--- config.mk ---
export PLATFORM = sky130hd
export DESIGN_NAME = pipe_reg_skid
export DESIGN_NICKNAME = d
export VERILOG_FILES = /design/src/rtl/pipe_reg_pkg.sv /design/src/rtl/pipe_reg_entry.sv /design/src/rtl/pipe_reg_skid.sv
export SDC_FILE = /design/constraint.sdc
export NUM_CORES = 1
export LEC_CHECK = 0
export CELL_PAD_IN_SITES_DETAIL_PLACEMENT = 0
export CELL_PAD_IN_SITES_GLOBAL_PLACEMENT = 1
export CORE_MARGIN = 1.5
export CORE_UTILIZATION = 47
export CTS_CLUSTER_DIAMETER = 60
export DETAILED_ROUTE_END_ITERATION = 10
export DONT_BUFFER_PORTS = 1
export GPL_ROUTABILITY_DRIVEN = 0
export PLACE_DENSITY_LB_ADDON = 0.25
export SLEW_MARGIN = 10
export SYNTH_ARGS = -nofsm -noshare
export SYNTH_HDL_FRONTEND = slang
export SYNTH_SLANG_ARGS = --single-unit
--- constraint.sdc ---
create_clock -name clk -period 2.1 [get_ports clk]
set_input_delay 0.42 -clock clk [delete_from_list [all_inputs] [get_ports clk]]
set_output_delay 0.42 -clock clk [all_outputs]
set_load 0.02 [all_outputs]
--- src/rtl/pipe_reg_pkg.sv ---
// pipe_reg_pkg: shared state encoding, default sizes and stall-counter helper
// for the pipe_reg_skid pipeline stage register.
package pipe_reg_pkg;

    typedef enum logic [1:0] {
        EMPTY = 2'd0,
        ONE   = 2'd1,
        TWO   = 2'd2
    } state_t;

    localparam int DEF_WIDTH = 32;
    localparam int DEF_CNT_W = 16;

    function automatic logic [63:0] sat_inc(input logic [63:0] cnt, input logic [63:0] max);
        return (cnt >= max) ? cnt : cnt + 64'd1;
    endfunction

endpackage

--- src/rtl/pipe_reg_entry.sv ---
// pipe_reg_entry: WIDTH-bit data register with load enable and asynchronous
// reset to RESET_VAL.
module pipe_reg_entry
    import pipe_reg_pkg::*;
#(
    parameter int               WIDTH     = DEF_WIDTH,
    parameter logic [WIDTH-1:0] RESET_VAL = '0
) (
    input  logic             clk,
    input  logic             reset,
    input  logic             i_load,
    input  logic [WIDTH-1:0] i_d,
    output logic [WIDTH-1:0] o_q
);

    logic [WIDTH-1:0] r_q;

    always_ff @(posedge clk or posedge reset) begin
        if (reset)
            r_q <= RESET_VAL;
        else if (i_load)
            r_q <= i_d;
    end

    assign o_q = r_q;

endmodule

--- src/rtl/pipe_reg_skid.sv ---
// pipe_reg_skid: valid/ready pipeline stage register with flush and a saturating
// stall counter; PIPE_REG_SKID_EN adds a skid entry and registers in_ready.
module pipe_reg_skid
    import pipe_reg_pkg::*;
#(
    parameter int               WIDTH     = DEF_WIDTH,
    parameter logic [WIDTH-1:0] RESET_VAL = '0,
    parameter int               CNT_W     = DEF_CNT_W
) (
    input  logic             clk,
    input  logic             reset,
    input  logic             flush,
    input  logic             in_valid,
    output logic             in_ready,
    input  logic [WIDTH-1:0] in_data,
    output logic             out_valid,
    input  logic             out_ready,
    output logic [WIDTH-1:0] out_data,
    input  logic             stat_clr,
    output logic [CNT_W-1:0] stall_cnt
);

    localparam logic [CNT_W-1:0] CNT_MAX = '1;

    state_t           r_state;
    state_t           w_state_nxt;
    logic             r_out_valid;
    logic [CNT_W-1:0] r_stall_cnt;
    logic             w_in_fire;
    logic             w_out_fire;
    logic             w_stall;
    logic             w_main_load;
    logic [WIDTH-1:0] w_main_d;
    logic [WIDTH-1:0] w_main_q;

    assign w_in_fire  = in_valid && in_ready;
    assign w_out_fire = r_out_valid && out_ready;
    assign w_stall    = r_out_valid && !out_ready && !flush;

`ifdef PIPE_REG_SKID_EN
    logic             r_in_ready;
    logic             w_skid_load;
    logic [WIDTH-1:0] w_skid_q;

    always_comb begin
        w_state_nxt = r_state;
        w_main_load = 1'b0;
        w_main_d    = in_data;
        w_skid_load = 1'b0;
        case (r_state)
            EMPTY: begin
                w_main_load = w_in_fire;
                w_state_nxt = w_in_fire ? ONE : EMPTY;
            end
            ONE: begin
                w_main_load = w_in_fire && w_out_fire;
                w_skid_load = w_in_fire && !w_out_fire;
                w_state_nxt = w_in_fire ? (w_out_fire ? ONE : TWO) : (w_out_fire ? EMPTY : ONE);
            end
            TWO: begin
                w_main_load = w_out_fire;
                w_main_d    = w_skid_q;
                w_state_nxt = w_out_fire ? ONE : TWO;
            end
            default: w_state_nxt = EMPTY;
        endcase
        if (flush) begin
            w_state_nxt = EMPTY;
            w_main_load = 1'b0;
            w_skid_load = 1'b0;
        end
    end

    // Ready comes straight from a flop so no path runs from out_ready to in_ready.
    always_ff @(posedge clk or posedge reset) begin
        if (reset)
            r_in_ready <= 1'b1;
        else
            r_in_ready <= (w_state_nxt != TWO);
    end

    pipe_reg_entry #(
        .WIDTH     (WIDTH),
        .RESET_VAL (RESET_VAL)
    ) u_skid (
        .clk    (clk),
        .reset  (reset),
        .i_load (w_skid_load),
        .i_d    (in_data),
        .o_q    (w_skid_q)
    );

    assign in_ready = r_in_ready;
`else
    always_comb begin
        w_state_nxt = r_state;
        w_main_load = 1'b0;
        w_main_d    = in_data;
        case (r_state)
            EMPTY: begin
                w_main_load = w_in_fire;
                w_state_nxt = w_in_fire ? ONE : EMPTY;
            end
            ONE: begin
                w_main_load = w_in_fire;
                w_state_nxt = (w_out_fire && !w_in_fire) ? EMPTY : ONE;
            end
            default: w_state_nxt = EMPTY;
        endcase
        if (flush) begin
            w_state_nxt = EMPTY;
            w_main_load = 1'b0;
        end
    end

    assign in_ready = (r_state == EMPTY) || out_ready;
`endif

    pipe_reg_entry #(
        .WIDTH     (WIDTH),
        .RESET_VAL (RESET_VAL)
    ) u_main (
        .clk    (clk),
        .reset  (reset),
        .i_load (w_main_load),
        .i_d    (w_main_d),
        .o_q    (w_main_q)
    );

    always_ff @(posedge clk or posedge reset) begin
        if (reset) begin
            r_state     <= EMPTY;
            r_out_valid <= 1'b0;
        end else begin
            r_state     <= w_state_nxt;
            r_out_valid <= (w_state_nxt != EMPTY);
        end
    end

    always_ff @(posedge clk or posedge reset) begin
        if (reset)
            r_stall_cnt <= '0;
        else if (stat_clr)
            r_stall_cnt <= '0;
        else if (w_stall)
            r_stall_cnt <= CNT_W'(sat_inc(64'(r_stall_cnt), 64'(CNT_MAX)));
    end

    assign out_valid = r_out_valid;
    assign out_data  = w_main_q;
    assign stall_cnt = r_stall_cnt;

endmodule
* Word-level counts from Yosys, hierarchy flattened
Cells that the tools add are included.
Word-level totals: register bits 51, bits of input ports 38, output and inout bits 50, logic and storage cells 31
Operators by class: add/subtract/negate cells 1, order comparisons 1, equality and inequality tests 2, muxes and demuxes 9, reductions and logical operators 14
Operator list (number):
- 16-bit two-way mux | 3
- 16-bit by 1-bit adder with 16-bit output (second input constant) | 1
- 16-bit greater-or-equal comparator (second input constant) | 1
- 1-bit logical AND | 5
- 1-bit two-way mux | 4
- 2-bit nonzero test | 2
- 1-bit logical NOT | 3
- 2-bit by 1-bit equality test with 1-bit output (second input constant) | 1
- 2-bit logical NOT | 1
- 2-bit two-way mux | 1
- 2-bit inequality test (second input constant) | 1
- 1-bit one-hot mux with 2 select lines | 1
- 2-bit AND reduction | 1
- 2-bit OR reduction | 1
- 1-bit logical OR | 1

* Longest topological paths before layout
Gate-level depths: netlist (run 1).
depth after elaboration 9, depth in mapped cells 6, depth with buffers taken out 5

* Hierarchy
A second synthesis (run 1) with hierarchy kept.
Second synthesis, totals: cell total of the unflattened synthesis 173, area total of the unflattened synthesis 2314.7 µm²
Modules (own cells, without submodules):
- pipe_reg_entry | instances 1, cells each 69, area each 1348.8 µm², sequential area each 800.8 µm²
- pipe_reg_skid | instances 1, cells each 104, area each 965.9 µm², sequential area each 425.4 µm²

* Worst setup path after synthesis (run 1)
Ideal clock, no wire load.
kind register -> register, start register r_stall_cnt[0] (netlist: stall_cnt[0]), end register r_stall_cnt[5] (netlist: stall_cnt[5]), library setup time 0.125 ns, arrival 1.947 ns, data required time 1.975 ns, slack 0.028 ns, cell stages (with the launch flop) 7, buffers on the path 1, clock period less this slack 2.072 ns, path through dfrtp_1 > ha_1 > and3_1 > and4_1 > clkbuf_1 > nor4b_1 > mux2_2
Between the ends: longest elaborated chain between the ends 4, elaborated cells on any way between the ends 7, those cells by class add/sub (1); order compare (1); eq/ne (1); mux (3); reduce/logical (1)
Ends and longest elaborated chain:
- start: declaration | line pipe_reg_skid.sv:28 | logic [CNT_W-1:0] r_stall_cnt;
- start signal: assignment | line pipe_reg_skid.sv:146 | r_stall_cnt <= CNT_W'(sat_inc(64'(r_stall_cnt), 64'(CNT_MAX)));
- 16-bit by 1-bit adder with 16-bit output | line pipe_reg_pkg.sv:15 | return (cnt >= max) ? cnt : cnt + 64'd1;
- 16-bit two-way mux | line pipe_reg_pkg.sv:15
- 16-bit two-way mux | line pipe_reg_skid.sv:145 | else if (w_stall)
- 16-bit two-way mux | line pipe_reg_skid.sv:143 | else if (stat_clr)
Several ways; a longest one is shown, not always the timed one. The select of a mux whose other input is x is not followed. A chain may end at the register's enable or synchronous reset.

* Final worst setup path (run 1)
start register r_out_valid (netlist: out_valid), end register r_stall_cnt[14] (netlist: stall_cnt[14])
Between the ends: longest elaborated chain between the ends 4
Ends and longest elaborated chain:
- start: declaration | line pipe_reg_skid.sv:27 | logic r_out_valid;
- start signal: assignment | line pipe_reg_skid.sv:136 | r_out_valid <= (w_state_nxt != EMPTY);
- 1-bit logical AND (2 in series) | line pipe_reg_skid.sv:38 | assign w_stall = r_out_valid && !out_ready && !flush;
- 2-bit nonzero test (no line)
- 2-bit AND reduction (no line)
Every way passes these cells.

==> reports/summary.txt, run 1 <==
Outcome: complete, no violations
Die area: 5020 sq um
Psw: 580 uW
Fraction of the mapped netlist area in simple logic gates: 0.159
Setup Fix Bufs, Post-CTS: 0
Largest net degree at the start of global routing: 50
Count leader, synth: dfrtp_1
Complex-gate fraction of the synthesized area: 0.0602
Seq pwr share: 0.602
Top cells by area, synth: dfrtp_1, mux2_2, a21oi_1
Syn nets: 214
Power Dens Cells: 837 nW/um^2
RSZ-0062 raised after global routing: no
FFs w/ async S/R, synth: 1.00
Layout overhead on the synthesized area: 15.3%
Slowest CP cell: or4_4
# fillers: 385
GR Overflow Total: 0
Flops & latches, synth: 49
Clock root cell: clkbuf_8
Clock network power share: 0.316
Total Neg Setup Slack: 0 ps
Reg clk slew, reported paths: 90 ps
Synthesized area: 2160 sq um
Die Ht: 70.8 um
Register area: 1230 sq um
Leading area contributor after synthesis: dfrtp_1
Final nets: 234
Wire per inst: 17.9 um
Number of flops mapped to enable cells by yosys: 0
Pint: 1.51 mW
Crit path time final: 1990 ps
Detailed Route Iter0 Violations: 68
Crit-path max FO: 7
CTS H-Tree Depth: 2
Initial antenna violation count: 0
Xor-xnor portion of the synthesized cell area: 0
Fin. max-slew vios: 0
Final-report setup violation count: 0
Core ar.: 4380 sq um
Main combinational cell family by area after synthesis: multiplexers
Worst VDD drop: 0.000509 V
DR DRC count: 0
HP Class: in2async
Buf/Inv on CP: 0
Net Sw Frac: 0.278
Port Buffers: 0
Synth top area share: 0.567
Clk buf depth: 2
Crit-path cells: or3b_4 -> or4_4 -> nor4b_2 -> mux2_1
Row cnt: 24
Ys flop type: dfrtp_1
Ant diodes: 0
Reg2Reg Setup Slack: 110 ps
Yosys warning total: 0
CP top delay family: simple AND/OR/NAND/NOR gates
Layout cells sized above 1: 0.362
Combinational power share: 0.082
Hold Vio Cnt, Final: 0
Worst slew margin: 0.612
WL met1: 1.69 mm
DRT antenna net count: 0
Design Power: 2.09 mW
First-pass DRT Iterations: 4
R2R cell count: 4
Mapped Cells: 175
Hold-fix buffers, CTS: 0
Syn_area_per_cell: 12.4 sq um
Top cells by count, synth: dfrtp_1, mux2_2, a21oi_1, nor2_1, nand3_1
Seq/Total Area, Yosys: 0.567
Post-synth cell types: 28
Period utilization: 0.946
Routed WL: 4.44 mm
Starting Density: 0.493
Crit path kind: reg2reg
CP Launch Point: out_valid$_DFF_PP0_
CTS Sinks: 49
LEAKAGE: 1.04 nW
TritonCTS buffer count: 5
Total GRT Usage: 0.185
Ports: 88
Setup crit start kind: register
First-pass GRT wire length: 7.38 mm
Reg2reg start: out_valid$_DFF_PP0_
Critical path endpoint category: register
Worst path max stage delay: 440 ps
Crit Reg-Reg Endpoint: stall_cnt[14]$_DFFE_PP0P_
Via/cell ratio: 6.10
Clock Skews: 3.18 ps
Area of the multi-input gates: 905 sq um
CP Depth: 4
Vias in the first global route: 1,579
Critical Path RT: 2280 ps
F_max: 503 MHz
Mux cell area share after synthesis: 0.187
Maxcap violations: 0
Area share of fa/ha/maj cells after synthesis: 0.00578
DR top layer: met4
CTS tree: done
Slew @ Worst Pin: 578 ps
Clk_lat worst skew: 300 ps
Total number of vias: 1,514
Hpwl dp: 3.30 mm
CP arrival: 2170 ps
Total length of routed met2 wires: 2.20 mm
Met3 wire length: 511 um
Chip width: 70.8 um
-- power by group through the flow --
stage	clock, mW	sequential, mW	combinational, mW
floorplan	0	1.26	0.141
global route	0.718	1.27	0.190
global placement	0	1.27	0.163
finish	0.660	1.26	0.171
detailed placement	0	1.28	0.178
CTS	0.682	1.26	0.176
-- cell families after synthesis --
| kind of cell | count (synthesis) |
|---|---|
| fa+ha+maj | 1 |
| simple gates | 55 |
| flops | 49 |
| compound gates | 23 |
| mux | 36 |
| buf+inv | 11 |
-- how the worst max path moves through the flow --
stage | slack, ps | end
finish | 110 | stall_cnt[14]$_DFFE_PP0P_
global route | 20 | stall_cnt[14]$_DFFE_PP0P_
CTS | 110 | stall_cnt[5]$_DFFE_PP0P_
detailed placement | 40 | stall_cnt[14]$_DFFE_PP0P_
global placement | 90 | stall_cnt[14]$_DFFE_PP0P_
floorplan | 30 | stall_cnt[5]$_DFFE_PP0P_
-- flip-flops by register name, indices dropped and copies added, names as in the netlist --
register	count
out_valid	1
stall_cnt	16
u_main.o_q	32
-- cells in the final DEF, fill, tap and decap left out, drive strengths merged, types with 2 or more instances in the layout --
master | netlist | routed
nand4 | 5 | 5
mux2 | 36 | 36
dfrtp | 49 | 49
buf | 3 | 19
o21ai | 5 | 5
o31ai | 6 | 6
nor2 | 10 | 10
nor2b | 3 | 3
nor3b | 2 | 2
or3 | 3 | 3
a21oi | 12 | 12
or4 | 7 | 7
inv | 5 | 6
clkbuf | 3 | 5
and4 | 4 | 4
nor4b | 2 | 2
nand2 | 4 | 4
nand3 | 7 | 7
nor3 | 2 | 2
and3 | 3 | 3
-- worst register-to-register path: stages, from the launching register on --
cell,delay (ps)
dfrtp_1,360
or3b_4,430
or4_4,450
nor4b_2,300
mux2_1,350
-- stage by stage --
step / setup slack, ps / instance area [sq um] / std cells / hold slack, ps / utilization
after floorplan: 28.5 / 2160 / 175 / 486 / -
final: 113 / 2490 / 248 / 37.8 / 0.569
after global routing: 17.5 / 2490 / 248 / 46.8 / 0.569
after detailed placement: 44.3 / 2370 / 240 / 369 / 0.542
after global placement: 89.3 / 2370 / 240 / 363 / 0.542
after CTS: 109 / 2490 / 248 / 39.3 / 0.567
-- layout make-up --
| type | instances | share of cell area |
|---|---|---|
| Inverter | 5 | 0.00752 |
| Tap cell | 52 | 0.0261 |
| Timing Repair Buffer | 19 | 0.0672 |
| Sequential cell | 49 | 0.491 |
| Clock inverter | 3 | 0.0176 |
| Clock buffer | 5 | 0.0276 |
| Multi-Input combinational cell | 115 | 0.363 |
-- what timing repair did --
action,CTS,global route
resized for setup,0,2
endpoints found under the hold margin,0,0
setup endpoints to repair,0,2
-- routing by layer --
layer	track usage	up-vias
li1	-	690
met1	0.216	741
met2	0.318	78
met3	0.0798	5
met4	0.0377	0
met5	0	-
Power figures use the tool's default switching activity.
==> inputs of run 2 (changes only) <==
==> constraint.sdc (replaced) <==
create_clock -name clk -period 2.1 [get_ports clk]
set_input_delay 0.42 -clock clk [delete_from_list [all_inputs] [get_ports clk]]
set_output_delay 0.42 -clock clk [all_outputs]
set_load 0.05 [all_outputs]
==> run 2 against run 1 <==
- count of clock-buffer cells in the layout stayed put
- cell area up 0.95%
- clock power rose by 2%
- non-clock buffer count up 4
- worst setup slack better by 15 ps
- critical path depth up 1
- flip-flop and latch count unchanged
- first-iteration DRC count increased by 35%
- sequential share of layout area fell by 0.32 points
- clock skew rose by 0.60 ps
- utilization increased by 0.54 points
- largest power group unchanged
==> reports/summary.txt, run 2 (synthesized netlist as in run 1, its figures left out) <==
Outcome: complete, no violations
CP arrival: 2200 ps
Final-report setup violation count: 0
CTS Sinks: 49
Design area: 2520 sq um
Met2 Resource Use GR: 0.337
Reg2reg start: stall_cnt[0]$_DFFE_PP0P_
F_max: 507 MHz
Port Buffers: 0
DRT antenna net count: 0
CTS tree: done
Max reg flops: 32
GR Overflow Total: 0
Crit path kind: reg2reg
First-pass DRT Iterations: 4
Core ar.: 4380 sq um
Slew @ Worst Pin: 679 ps
Crit path time final: 1970 ps
Clk_lat worst skew: 300 ps
RSZ-0062 raised after global routing: no
Ant diodes: 0
Power Dens Cells: 935 nW/um^2
Met3 Track Usage GR: 0.0627
Row cnt: 24
Crit Reg-Reg Endpoint: stall_cnt[4]$_DFFE_PP0P_
First-pass GRT wire length: 7.85 mm
Largest net degree at the start of global routing: 33
DR DRC count: 0
Period utilization: 0.939
Fin. max-slew vios: 0
Total GRT Usage: 0.196
Setup crit start kind: register
TritonCTS buffer count: 5
Maxcap violations: 0
Slowest CP cell: or4_1
Psw: 851 uW
Commonest non-fill, non-tap cell in the layout: dfrtp_1
Worst VDD drop: 0.000601 V
Layout cells sized above 1: 0.385
Pint: 1.50 mW
Reg2Reg Setup Slack: 130 ps
Clock root cell: clkbuf_8
R2R cell count: 5
HP Class: in2reg
Most frequent cells in the layout: dfrtp_1, mux2_2, buf_4, a21oi_1, nor2_1
Ports: 88
Worst slew margin: 0.544
Vias in the first global route: 1,664
Buf/Inv on CP: 0
Placed instance area: 2390 sq um
Clk buf depth: 2
Cell total after placement: 243
Combinational power share: 0.076
Detailed Route Iter0 Violations: 92
CP top delay family: simple AND/OR/NAND/NOR gates
Hold Startpoint: stat_clr
Worst path max stage delay: 520 ps
Die Ht: 70.8 um
Hpwl dp: 3.49 mm
Total Neg Setup Slack: 0 ps
Worst Hold Path Cells: 1
Critical Path RT: 2330 ps
Hold Worst Slack: 171 ps
Worst hold endpoint: stall_cnt[1]$_DFFE_PP0P_
Critical path endpoint category: register
Die area: 5020 sq um
Initial antenna violation count: 0
LEAKAGE: 1.05 nW
Via/cell ratio: 6.08
Seq pwr share: 0.637
Met1 Use GR: 0.242
Clock Skews: 3.78 ps
Wire per inst: 18.7 um
Hold Vio Cnt, Final: 0
Starting Density: 0.493
Crit-path cells: ha_1 -> and3_1 -> and4_2 -> or4_1 -> a21oi_1
Routed WL: 4.71 mm
Reg clk slew, reported paths: 90 ps
Clock network power share: 0.287
Final cell count without fillers: 252
Layout overhead on the synthesized area: 16.4%
Crit-path max FO: 10
Global routing's busiest layer: met2
Total number of vias: 1,532
Net Sw Frac: 0.362
Chip width: 70.8 um
CTS H-Tree Depth: 2
Final nets: 238
==> run 2: changes by cell type in the layout (fill, tap and decap cells not counted), sizes merged <==
cell         previous run  this run
buf                    19        22
dlygate4sd3             0         1
==> run 2: worst max path at each step <==
stage	startpoint	depth (start not counted)	to	slack, ps
4_1_cts	stall_cnt[0]$_DFFE_PP0P_	5	stall_cnt[5]$_DFFE_PP0P_	100
3_5_place_dp	out_ready	4	stall_cnt[14]$_DFFE_PP0P_	90
2_1_floorplan	out_valid$_DFF_PP0_	4	stall_cnt[14]$_DFFE_PP0P_	2
5_1_grt	stall_cnt[0]$_DFFE_PP0P_	5	stall_cnt[14]$_DFFE_PP0P_	30
6_report	stall_cnt[0]$_DFFE_PP0P_	5	stall_cnt[4]$_DFFE_PP0P_	130
3_3_place_gp	out_ready	4	stall_cnt[14]$_DFFE_PP0P_	130
==> run 2: final cells by class <==
class / instances / area (sq um)
clock buffer: 5 / 68.8
clock inverter: 3 / 43.8
fill: 363 / 1870
inverter: 5 / 18.8
multi-input combinational: 115 / 905
sequential: 49 / 1230
tap: 52 / 65.1
timing repair buffer: 23 / 188
==> run 2: worst reg2reg max path: stages, from the launching register on <==
cell and delay (ps):
dfrtp_2 410, ha_1 250, and3_1 230, and4_2 310, or4_1 520, a21oi_1 170
==> run 2: power by group through the flow <==
| stage | clock (mW) | combinational, mW | sequential [mW] |
|---|---|---|---|
| final | 0.676 | 0.179 | 1.50 |
| after floorplan | 0 | 0.144 | 1.50 |
| after detailed placement | 0 | 0.183 | 1.52 |
| after global placement | 0 | 0.170 | 1.52 |
| after CTS | 0.688 | 0.183 | 1.50 |
| after global routing | 0.726 | 0.198 | 1.51 |
==> run 2: metrics by stage <==
stage,utilization,worst slack [ps],total power [mW]
floorplan,-,1.97,1.65
CTS,0.574,102,2.37
global route,0.574,32.6,2.44
finish,0.574,128,2.35
detailed placement,0.546,94.0,1.70
global placement,0.546,126,1.69
==> run 2: timing repair <==
| action | CTS | global route |
|---|---|---|
| hold buffers | 1 | 0 |
| resized for setup | 0 | 1 |
| hold endpoints to repair | 8 | 0 |
| endpoints found under the setup margin | 0 | 1 |
| buffers inserted | 0 | 0 |
==> run 2: routing by layer <==
layer / part of all wire / vias up
li1: - / 694
met1: 0.40 / 761
met2: 0.52 / 69
met3: 0.069 / 8
met4: 0.011 / 0
met5: 0 / -
